**config.mk**
```make
export PLATFORM = sky130hd
export DESIGN_NAME = opponent_tracker
export DESIGN_NICKNAME = d
export VERILOG_FILES = /design/src/rtl/racer_pkg.sv /design/src/rtl/player_slot.sv /design/src/rtl/opponent_tracker.sv
export SDC_FILE = /design/constraint.sdc
export NUM_CORES = 1
export LEC_CHECK = 0
export BUFFER_PORTS_ARGS = -buffer_cell sky130_fd_sc_hd__buf_2
export CORE_MARGIN = 4
export CORE_UTILIZATION = 54
export CTS_CLUSTER_SIZE = 10
export DETAILED_ROUTE_END_ITERATION = 12
export PLACE_DENSITY = 0.83
export SYNTH_ARGS = -nofsm -noshare
export SYNTH_HDL_FRONTEND = slang
export SYNTH_SLANG_ARGS = --single-unit
```
**constraint.sdc**
```tcl
create_clock -name clk_in -period 4.8 [get_ports clk_in]
set_input_delay 0.96 -clock clk_in [delete_from_list [all_inputs] [get_ports clk_in]]
set_output_delay 0.96 -clock clk_in [all_outputs]
set_load 0.005 [all_outputs]
```
**src/rtl/racer_pkg.sv**
```systemverilog
// Shared definitions for the racer-state packet path.
// Holds the 44-bit packet field map, the decoded kart state type, the
// ordered drop classification and helpers that turn a raw packet into
// either a drop reason or a racer_state_t.
package racer_pkg;

  localparam int unsigned PKT_W   = 44;
  localparam int unsigned ID_W    = 3;
  localparam int unsigned POS_W   = 11;
  localparam int unsigned DIR_W   = 9;
  localparam int unsigned GAME_W  = 3;
  localparam int unsigned DIR_MAX = 359;
  localparam int unsigned FCNT_W  = 8;

  // Field map; bits 32, 20, 4 and 2:0 carry nothing.
  localparam int unsigned X_MSB    = 43;
  localparam int unsigned X_LSB    = 33;
  localparam int unsigned Y_MSB    = 31;
  localparam int unsigned Y_LSB    = 21;
  localparam int unsigned DIR_MSB  = 19;
  localparam int unsigned DIR_LSB  = 11;
  localparam int unsigned ID_MSB   = 10;
  localparam int unsigned ID_LSB   = 8;
  localparam int unsigned GAME_MSB = 7;
  localparam int unsigned GAME_LSB = 5;
  localparam int unsigned RST_BIT  = 3;

  typedef struct packed {
    logic [POS_W-1:0]  x;
    logic [POS_W-1:0]  y;
    logic [DIR_W-1:0]  dir;
    logic [GAME_W-1:0] game;
  } racer_state_t;

  // Drop reasons in priority order; the first rule that matches wins.
  typedef enum logic [2:0] {
    DROP_NONE,
    DROP_ZERO,
    DROP_ID_RANGE,
    DROP_SELF,
    DROP_DIR
  } drop_t;

  function automatic racer_state_t pkt_to_state(input logic [PKT_W-1:0] pkt);
    racer_state_t s;
    s.x    = pkt[X_MSB:X_LSB];
    s.y    = pkt[Y_MSB:Y_LSB];
    s.dir  = pkt[DIR_MSB:DIR_LSB];
    s.game = pkt[GAME_MSB:GAME_LSB];
    return s;
  endfunction

  function automatic logic [ID_W-1:0] pkt_to_id(input logic [PKT_W-1:0] pkt);
    return pkt[ID_MSB:ID_LSB];
  endfunction

  function automatic drop_t classify(input logic [PKT_W-1:0] pkt,
                                     input logic [ID_W-1:0]  self_id,
                                     input int unsigned      num_players);
    logic [ID_W-1:0]  id;
    logic [DIR_W-1:0] dir;
    id  = pkt[ID_MSB:ID_LSB];
    dir = pkt[DIR_MSB:DIR_LSB];
    if (pkt == '0)                     return DROP_ZERO;
    else if (32'(id) >= num_players)   return DROP_ID_RANGE;
    else if (id == self_id)            return DROP_SELF;
    else if (32'(dir) > DIR_MAX)       return DROP_DIR;
    else                               return DROP_NONE;
  endfunction

endpackage

```
**src/rtl/player_slot.sv**
```systemverilog
// One remote racer slot: latched kart state, liveness flag and the
// frame counter that times the slot out.
// Ports:
//   clk, rst        clock, asynchronous active-high reset
//   clear           synchronous clear of state, alive, counter and pulse
//   wr_en           accepted packet addressed to this slot
//   wr_rst          that packet carries the race-reset bit
//   wr_state        decoded fields of that packet
//   frame_tick      one pulse per video frame
//   state           stored fields
//   alive           slot has been written within TIMEOUT_FRAMES frames
//   update          one-cycle pulse when stored fields change or slot revives
module player_slot
  import racer_pkg::*;
#(
  parameter int unsigned TIMEOUT_FRAMES = 60
) (
  input  logic         clk,
  input  logic         rst,
  input  logic         clear,
  input  logic         wr_en,
  input  logic         wr_rst,
  input  racer_state_t wr_state,
  input  logic         frame_tick,
  output racer_state_t state,
  output logic         alive,
  output logic         update
);

  localparam logic [FCNT_W-1:0] TIMEOUT = FCNT_W'(TIMEOUT_FRAMES);

  logic [FCNT_W-1:0] frame_cnt;
  logic [FCNT_W-1:0] frame_cnt_inc;

  assign frame_cnt_inc = frame_cnt + FCNT_W'(1);

  always_ff @(posedge clk or posedge rst) begin
    if (rst) begin
      state     <= '0;
      alive     <= 1'b0;
      frame_cnt <= '0;
      update    <= 1'b0;
    end else if (clear) begin
      state     <= '0;
      alive     <= 1'b0;
      frame_cnt <= '0;
      update    <= 1'b0;
    end else begin
      update <= 1'b0;
      // A write takes priority over a coincident frame tick.
      if (wr_en) begin
        alive     <= 1'b1;
        frame_cnt <= '0;
        if (wr_rst) begin
          state  <= '0;
          update <= 1'b1;
        end else begin
          state  <= wr_state;
          update <= (state != wr_state) || !alive;
        end
      end else if (frame_tick && alive) begin
        // Count freezes once the timeout is reached because alive drops.
        frame_cnt <= frame_cnt_inc;
        if (frame_cnt_inc == TIMEOUT) begin
          alive <= 1'b0;
        end
      end
    end
  end

endmodule

```
**src/rtl/opponent_tracker.sv**
```systemverilog
// Decodes racer-state packets from the Ethernet receive path, drops
// invalid and self-echoed packets, and keeps per-player kart state with
// frame-based liveness for the renderers.
// Ports:
//   clk_in, rst_in   clock, asynchronous active-high reset
//   clear_in         synchronous clear of all slots and counters
//   self_id          local player id; packets with this id are dropped
//   pkt_valid        one-cycle strobe qualifying pkt_data
//   pkt_data         raw 44-bit packet
//   frame_tick       one pulse per video frame
//   player_x/y/dir/game  per-slot stored fields, slot i at [i*W +: W]
//   player_alive     per-slot liveness
//   player_update    per-slot one-cycle change pulse
//   remote_reset     one-cycle pulse on an accepted reset packet
//   accept_cnt, drop_cnt  saturating packet counters
module opponent_tracker
  import racer_pkg::*;
#(
  parameter int unsigned NUM_PLAYERS    = 2,
  parameter int unsigned TIMEOUT_FRAMES = 60,
  parameter int unsigned CNT_W          = 16
) (
  input  logic                          clk_in,
  input  logic                          rst_in,
  input  logic                          clear_in,
  input  logic [ID_W-1:0]               self_id,
  input  logic                          pkt_valid,
  input  logic [PKT_W-1:0]              pkt_data,
  input  logic                          frame_tick,
  output logic [NUM_PLAYERS*POS_W-1:0]  player_x,
  output logic [NUM_PLAYERS*POS_W-1:0]  player_y,
  output logic [NUM_PLAYERS*DIR_W-1:0]  player_dir,
  output logic [NUM_PLAYERS*GAME_W-1:0] player_game,
  output logic [NUM_PLAYERS-1:0]        player_alive,
  output logic [NUM_PLAYERS-1:0]        player_update,
  output logic                          remote_reset,
  output logic [CNT_W-1:0]              accept_cnt,
  output logic [CNT_W-1:0]              drop_cnt
);

  drop_t           reason;
  logic            accept;
  logic            dropped;
  logic [ID_W-1:0] pkt_id;
  logic            pkt_rst;
  racer_state_t    pkt_state;

  assign reason    = classify(pkt_data, self_id, NUM_PLAYERS);
  assign pkt_id    = pkt_to_id(pkt_data);
  assign pkt_rst   = pkt_data[RST_BIT];
  assign pkt_state = pkt_to_state(pkt_data);
  assign accept    = pkt_valid && (reason == DROP_NONE);
  assign dropped   = pkt_valid && (reason != DROP_NONE);

  for (genvar i = 0; i < NUM_PLAYERS; i++) begin : g_slot
    racer_state_t slot_state;

    player_slot #(
      .TIMEOUT_FRAMES(TIMEOUT_FRAMES)
    ) u_slot (
      .clk        (clk_in),
      .rst        (rst_in),
      .clear      (clear_in),
      .wr_en      (accept && (pkt_id == ID_W'(i))),
      .wr_rst     (pkt_rst),
      .wr_state   (pkt_state),
      .frame_tick (frame_tick),
      .state      (slot_state),
      .alive      (player_alive[i]),
      .update     (player_update[i])
    );

    assign player_x[i*POS_W +: POS_W]     = slot_state.x;
    assign player_y[i*POS_W +: POS_W]     = slot_state.y;
    assign player_dir[i*DIR_W +: DIR_W]   = slot_state.dir;
    assign player_game[i*GAME_W +: GAME_W] = slot_state.game;
  end

  // Clear outranks a coincident packet, which is then neither counted nor stored.
  always_ff @(posedge clk_in or posedge rst_in) begin
    if (rst_in) begin
      remote_reset <= 1'b0;
      accept_cnt   <= '0;
      drop_cnt     <= '0;
    end else if (clear_in) begin
      remote_reset <= 1'b0;
      accept_cnt   <= '0;
      drop_cnt     <= '0;
    end else begin
      remote_reset <= accept && pkt_rst;
      if (accept && (accept_cnt != '1)) begin
        accept_cnt <= accept_cnt + CNT_W'(1);
      end
      if (dropped && (drop_cnt != '1)) begin
        drop_cnt <= drop_cnt + CNT_W'(1);
      end
    end
  end

endmodule

```
-- Yosys cells after proc, flatten, opt, wreduce, memory -nomap -nowiden
Index checks and enable logic that the tools add are counted.
Widths: inputs -> output; s select.
- bits in registers: 121
- input port bits: 52
- output and inout bits: 105
- logic and storage cells: 92
- add/subtract/negate cells: 4
- magnitude comparators: 2
- equality and inequality tests: 8
- mux-type cells: 34
- reductions and logical operators: 27
- operator list (kind ; number):
    $mux 34 ; 5
    $ne 34x34->1 ; 2
    $mux 16 ; 4
    $mux 8 ; 6
    $logic_not 44->1 ; 1
    $add 16x1->16 const B ; 2
    $ne 16x16->1 const B ; 2
    $add 8x1->8 const B ; 2
    $eq 8x6->1 const B ; 2
    $mux 1 ; 15
    $reduce_bool 3->1 ; 5
    $mux 3 ; 4
    $gt 9x9->1 const B ; 1
    $logic_and 1x1->1 ; 9
    $reduce_bool 2->1 ; 4
    $logic_not 3->1 ; 2
    $reduce_and 2->1 ; 2
    $eq 3x1->1 const B ; 1
    $eq 3x3->1 ; 1
    $ge 3x2->1 const B ; 1
    $logic_not 1->1 ; 2
    $logic_or 1x1->1 ; 2

-- Depth between registers and ports, before layout
- word-level depth: 10
- mapped depth: 8
- gate-level depth less buffers: 7

-- Modules after synthesis
A second synthesis with hierarchy kept.
- cells, all modules: 559
- area, all modules: 6014.5 um2
- modules (own cells, without submodules) (module ; instances ; cells each ; area an instance (um2) ; seq. area each (um2)):
    player_slot ; 2 ; 172 ; 2037.0 ; 1101.1
    opponent_tracker ; 1 ; 215 ; 1940.6 ; 825.8

-- Worst setup path before layout
OpenSTA, ideal clock, no wires.
- kind: input to register
- start point: input pkt_data[15]
- end point: register accept_cnt[5]
- setup time: 0.125 ns
- arrival time: 2.508 ns
- required time: 4.675 ns
- setup slack: 2.168 ns
- cell stages on the path: 6
- path buffers: 0
- path through: o211a_1 -> o21ai_1 -> nand4_1 -> nor3_1 -> nor3b_1 -> mux2_2
- word-level cells in the longest chain between the ends: 9
- elaborated cells on any way between the ends: 10
- classes of those cells: 1 x order compare; 4 x mux; 5 x reduce/logical
- RTL lines (what ; RTL line ; RTL):
    start: declaration ; opponent_tracker.sv:28 ; input logic [PKT_W-1:0] pkt_data,
    $gt 9x9->1 ; racer_pkg.sv:67 ; else if (32'(dir) > DIR_MAX) return DROP_DIR;
    $mux 3 ; racer_pkg.sv:67 ;
    $mux 3 ; racer_pkg.sv:66 ; else if (id == self_id) return DROP_SELF;
    $mux 3 ; racer_pkg.sv:65 ; else if (32'(id) >= num_players) return DROP_ID_RANGE;
    $mux 3 * ; racer_pkg.sv:64 ; if (pkt == '0) return DROP_ZERO;
    $logic_not 3->1 * ; opponent_tracker.sv:52 ; assign accept = pkt_valid && (reason == DROP_NONE);
    $logic_and 1x1->1 * ; opponent_tracker.sv:52 ;
    $logic_and 1x1->1 * ; opponent_tracker.sv:91 ; if (accept && (accept_cnt != '1)) begin
    $reduce_bool 2->1 (no source line) * ; - ;
    end signal: assignment ; opponent_tracker.sv:92 ; accept_cnt <= accept_cnt + CNT_W'(1);
    end: declaration ; opponent_tracker.sv:37 ; output logic [CNT_W-1:0] accept_cnt,
Mark *: on every way between the ends. The rest lies on a longest branch, timed or not.
A chain may end at the register's enable or synchronous reset.

-- Worst setup path in the final report
- start point: input pkt_data[15]
- end point: register g_slot[0].u_slot.state[15] in the netlist's numbering
- word-level cells in the longest chain between the ends: 9
- elaborated cells on any way between the ends: 10
- classes of those cells: 1 x order compare; 4 x mux; 5 x reduce/logical
- RTL lines (what ; RTL line ; RTL):
    $gt 9x9->1 ; racer_pkg.sv:67 ;
    $mux 3 ; racer_pkg.sv:67 ;
    $mux 3 ; racer_pkg.sv:66 ;
    $mux 3 ; racer_pkg.sv:65 ;
    $mux 3 * ; racer_pkg.sv:64 ;
    $logic_not 3->1 * ; opponent_tracker.sv:52 ;
    $logic_and 1x1->1 * ; opponent_tracker.sv:52 ;
    $logic_and 1x1->1 * ; opponent_tracker.sv:64 ; .wr_en (accept && (pkt_id == ID_W'(i))),
    $reduce_bool 2->1 (no source line) * ; - ;
    end signal: assignment ; player_slot.sv:58 ; state <= wr_state;
    end: declaration ; player_slot.sv:25 ; output racer_state_t state,
Marked as above.

==> summary.txt <==
area of the multi-input gates: 3380 um2
most instantiated flip-flop cell in the synthesis netlist: dfrtp_1
library cell occupying the most area in the post-synthesis netlist: dfrtp_1
number of buffers added by the clock tree synthesis step: 17
most frequent standard cell in the layout excluding fill and tap cells: buf_2
Sinks on Clock Net: 121
required arrival time at the worst endpoint: 5.08 ns
root cell of the clock tree: clkbuf_16
top-level I/O count: 157
synth unique cells: 42
leakage: 0.00372 uW
height of the die: 119 um
post-synthesis sequential area ratio: 45.8%
endpoint type of the worst setup path: register
diode insertion count for antenna repair: 0
sequential standard cell area: 3030 um2
number of H-tree levels: 4
Worst Setup Slack post-DPL: 1.00 ns
HPWL reported at the end of detailed placement: 13.1 mm
synthesized area divided by synthesized cell count: 9.38 um2
Seq cells post-synth: 121
vias in the first global route: 5501
Port-buffer cells: 156
highest-count cells in the layout ignoring fill and taps: buf_2, dfrtp_1, nand2_1
Synthesized Nets: 761
share of synthesized flip-flops with an asynchronous set or reset: 100%
pin count of the biggest net entering global routing: 81
Max VDD drop: 0.231 mV
final count of negative-setup-slack endpoints: 0
Core Region: 12000 um2
Worst Hold Slack: 0.545 ns
classification of the worst-slack hold path: reg -> reg
area of the mapped netlist: 6610 um2
Final Wtd Congestion: 0.941
initial core utilization: 55.1%
clock-pin slew reported for the worst setup and hold paths after clock tree synthesis: 0.05 ns
combinational cell fraction of total power: 7.2%
Max-Slew Margin vs Limit: 33.7%
share of the cycle needed by the critical path after routing: 71.4%
number of vias per cell: 5.83
total routing resource utilization after global routing: 26.6%
Synth Instances: 705
worst clock skew: 0.00569 ns
slew of the pin with the lowest slew margin: 0.995 ns
share of total power consumed by net switching: 22.6%
Pre-antenna DRT Iters: 5
number of setup buffers added after CTS: 0
Clk network pwr share: 49.6%
Max Freq: 292 MHz
Net count, final: 906
# Max-Cap Violations: 0
switching component of the power: 540 uW
clock insertion delay at the later pin of the skew report: 0.42 ns
status: finished clean
Max FO, Critical Path: 35
routed via count: 5881
initial DRC count: 539
crit path kind: in -> reg
leftover overflow at the end of global routing: 0
residual DRC count: 0
total number of placement rows: 40
startpoint types: input port
width of the chip: 119 um
Total Routed Length: 18.7 mm
warnings from Yosys: 0
number of inserted filler cells in the final layout: 947
CP Data Arrival Time: 3.71 ns
Hold Violations, Final: 0
fraction of power consumed by sequential logic: 43.2%
max-slew violations: 0
area share of the leading cell type in the synthesized netlist: 45.8%
fraction of layout cells with a size suffix above 1: 23.7%
accumulated negative setup slack: 0 ns
antenna violations before repair: 0
Clock Path Buffers: 2
antenna-violating nets left: 0
RSZ-0062 raised after global routing: false
area delta synth->final: 21.4%
top post-synthesis cells by area: dfrtp_1, xnor2_1, xor2_1
power per unit of standard cell area: 297 nW/um2
internal portion of total power: 1850 uW
clock tree from TritonCTS: done
Die ar.: 14100 um2
hold buffer count at CTS: 0
wire length per cell: 18.6 um
minimum clock period: 3.43 ns
global-route wire length before repair: 29.4 mm
Post-synth EDFFs: 0
post-cts gate resize count: 0
worst path setup slack after routing: 1.37 ns
[per-layer routing]
metal	wire length (um)	vias to the layer above	global-route usage, %
met4	739	0	11.9
met1	7790	2839	36.4
met3	1510	53	7.08
met2	8680	280	39.9
li1	-	2709	-
met5	0	-	0
[per-stage QoR]
step / cell area (um2) / instances / utilization (%) / power [uW]
6_report: 8030 / 1008 / 66.9 / 2390
5_1_grt: 8030 / 1008 / 66.9 / 2470
4_1_cts: 8030 / 1008 / 66.9 / 2400
3_3_place_gp: 7480 / 978 / 62.2 / 1220
3_5_place_dp: 7480 / 978 / 62.2 / 1220
2_1_floorplan: 6610 / 705 / - / 1140
[worst paths after layout]
check | depth (start not counted) | slack, ns | from | to
max | 9 | 1.37 | pkt_data[15] | g_slot[0].u_slot.state[15]$_DFFE_PP0P_
min | 2 | 0.54 | g_slot[0].u_slot.frame_cnt[5]$_DFFE_PP0P_ | g_slot[0].u_slot.frame_cnt[5]$_DFFE_PP0P_
max reg2reg | 7 | 2.52 | accept_cnt[0]$_DFFE_PP0P_ | accept_cnt[5]$_DFFE_PP0P_
min reg2reg | 2 | 0.54 | g_slot[0].u_slot.frame_cnt[5]$_DFFE_PP0P_ | g_slot[0].u_slot.frame_cnt[5]$_DFFE_PP0P_
max in group asynchronous | 3 | 3.13 | rst_in | g_slot[1].u_slot.state[29]$_DFFE_PP0P_
min in group asynchronous | 2 | 0.77 | rst_in | g_slot[1].u_slot.frame_cnt[0]$_DFFE_PP0P_
[Yosys cell counts, drive strengths merged, types with 2 or more instances]
cell type,instances
a21oi,42
a31o,2
and2,2
and3,9
and4,3
buf,19
clkbuf,21
dfrtp,121
ha,4
inv,6
mux2,2
mux2i,38
nand2,85
nand3,21
nand3b,2
nand4,20
nor2,73
nor2b,36
nor3,31
nor3b,4
nor4,24
nor4b,3
o2111ai,3
o211ai,3
o21ai,12
o31ai,2
or3,3
or4,4
xnor2,56
xor2,49
[logic make-up (layout without fill, tap and decap cells)]
group | Yosys count | in the layout | share of synthesized area (%)
AOI/OAI and AO/OA | 67 | 67 | 5.79
xor gates and xnor gates | 105 | 105 | 13.9
adders and majority gates | 4 | 4 | 0.757
buffers and inverters | 46 | 202 | 3.27
DFF | 121 | 121 | 45.8
muxes | 40 | 40 | 6.09
and+or+nand+nor | 322 | 322 | 24.4
[power by group through the flow]
stage               combinational [uW]  sequential (uW)  clock, uW
finish                             171             1030       1180
global route                       185             1030       1250
CTS                                170             1030       1200
detailed placement                 168             1050          0
global placement                   167             1050          0
floorplan                         93.2             1050          0
[critical path, stage by stage]
cell     delay, ns
buf_2         0.13
o211a_1       0.22
o21ai_1       0.26
nand4_1       0.13
buf_4         0.21
nor3b_2       0.79
buf_4         0.63
mux2i_1       0.27
nor2_1        0.06
[registers in the layout, indices dropped and copies added (netlist names)]
signal,count
accept_cnt,16
drop_cnt,16
g_slot.u_slot.alive,2
g_slot.u_slot.frame_cnt,16
g_slot.u_slot.state,68
g_slot.u_slot.update,2
remote_reset,1
[layout make-up]
class	instances	share of cell area (%)
multi-input combinational	538	42.1
sequential	121	37.7
timing repair buffer	166	10.7
clock buffer	29	6.85
tap	147	2.29
inverter	6	0.312
clock inverter	1	0.0623
Note: power is estimated with default switching activity, not from simulation.
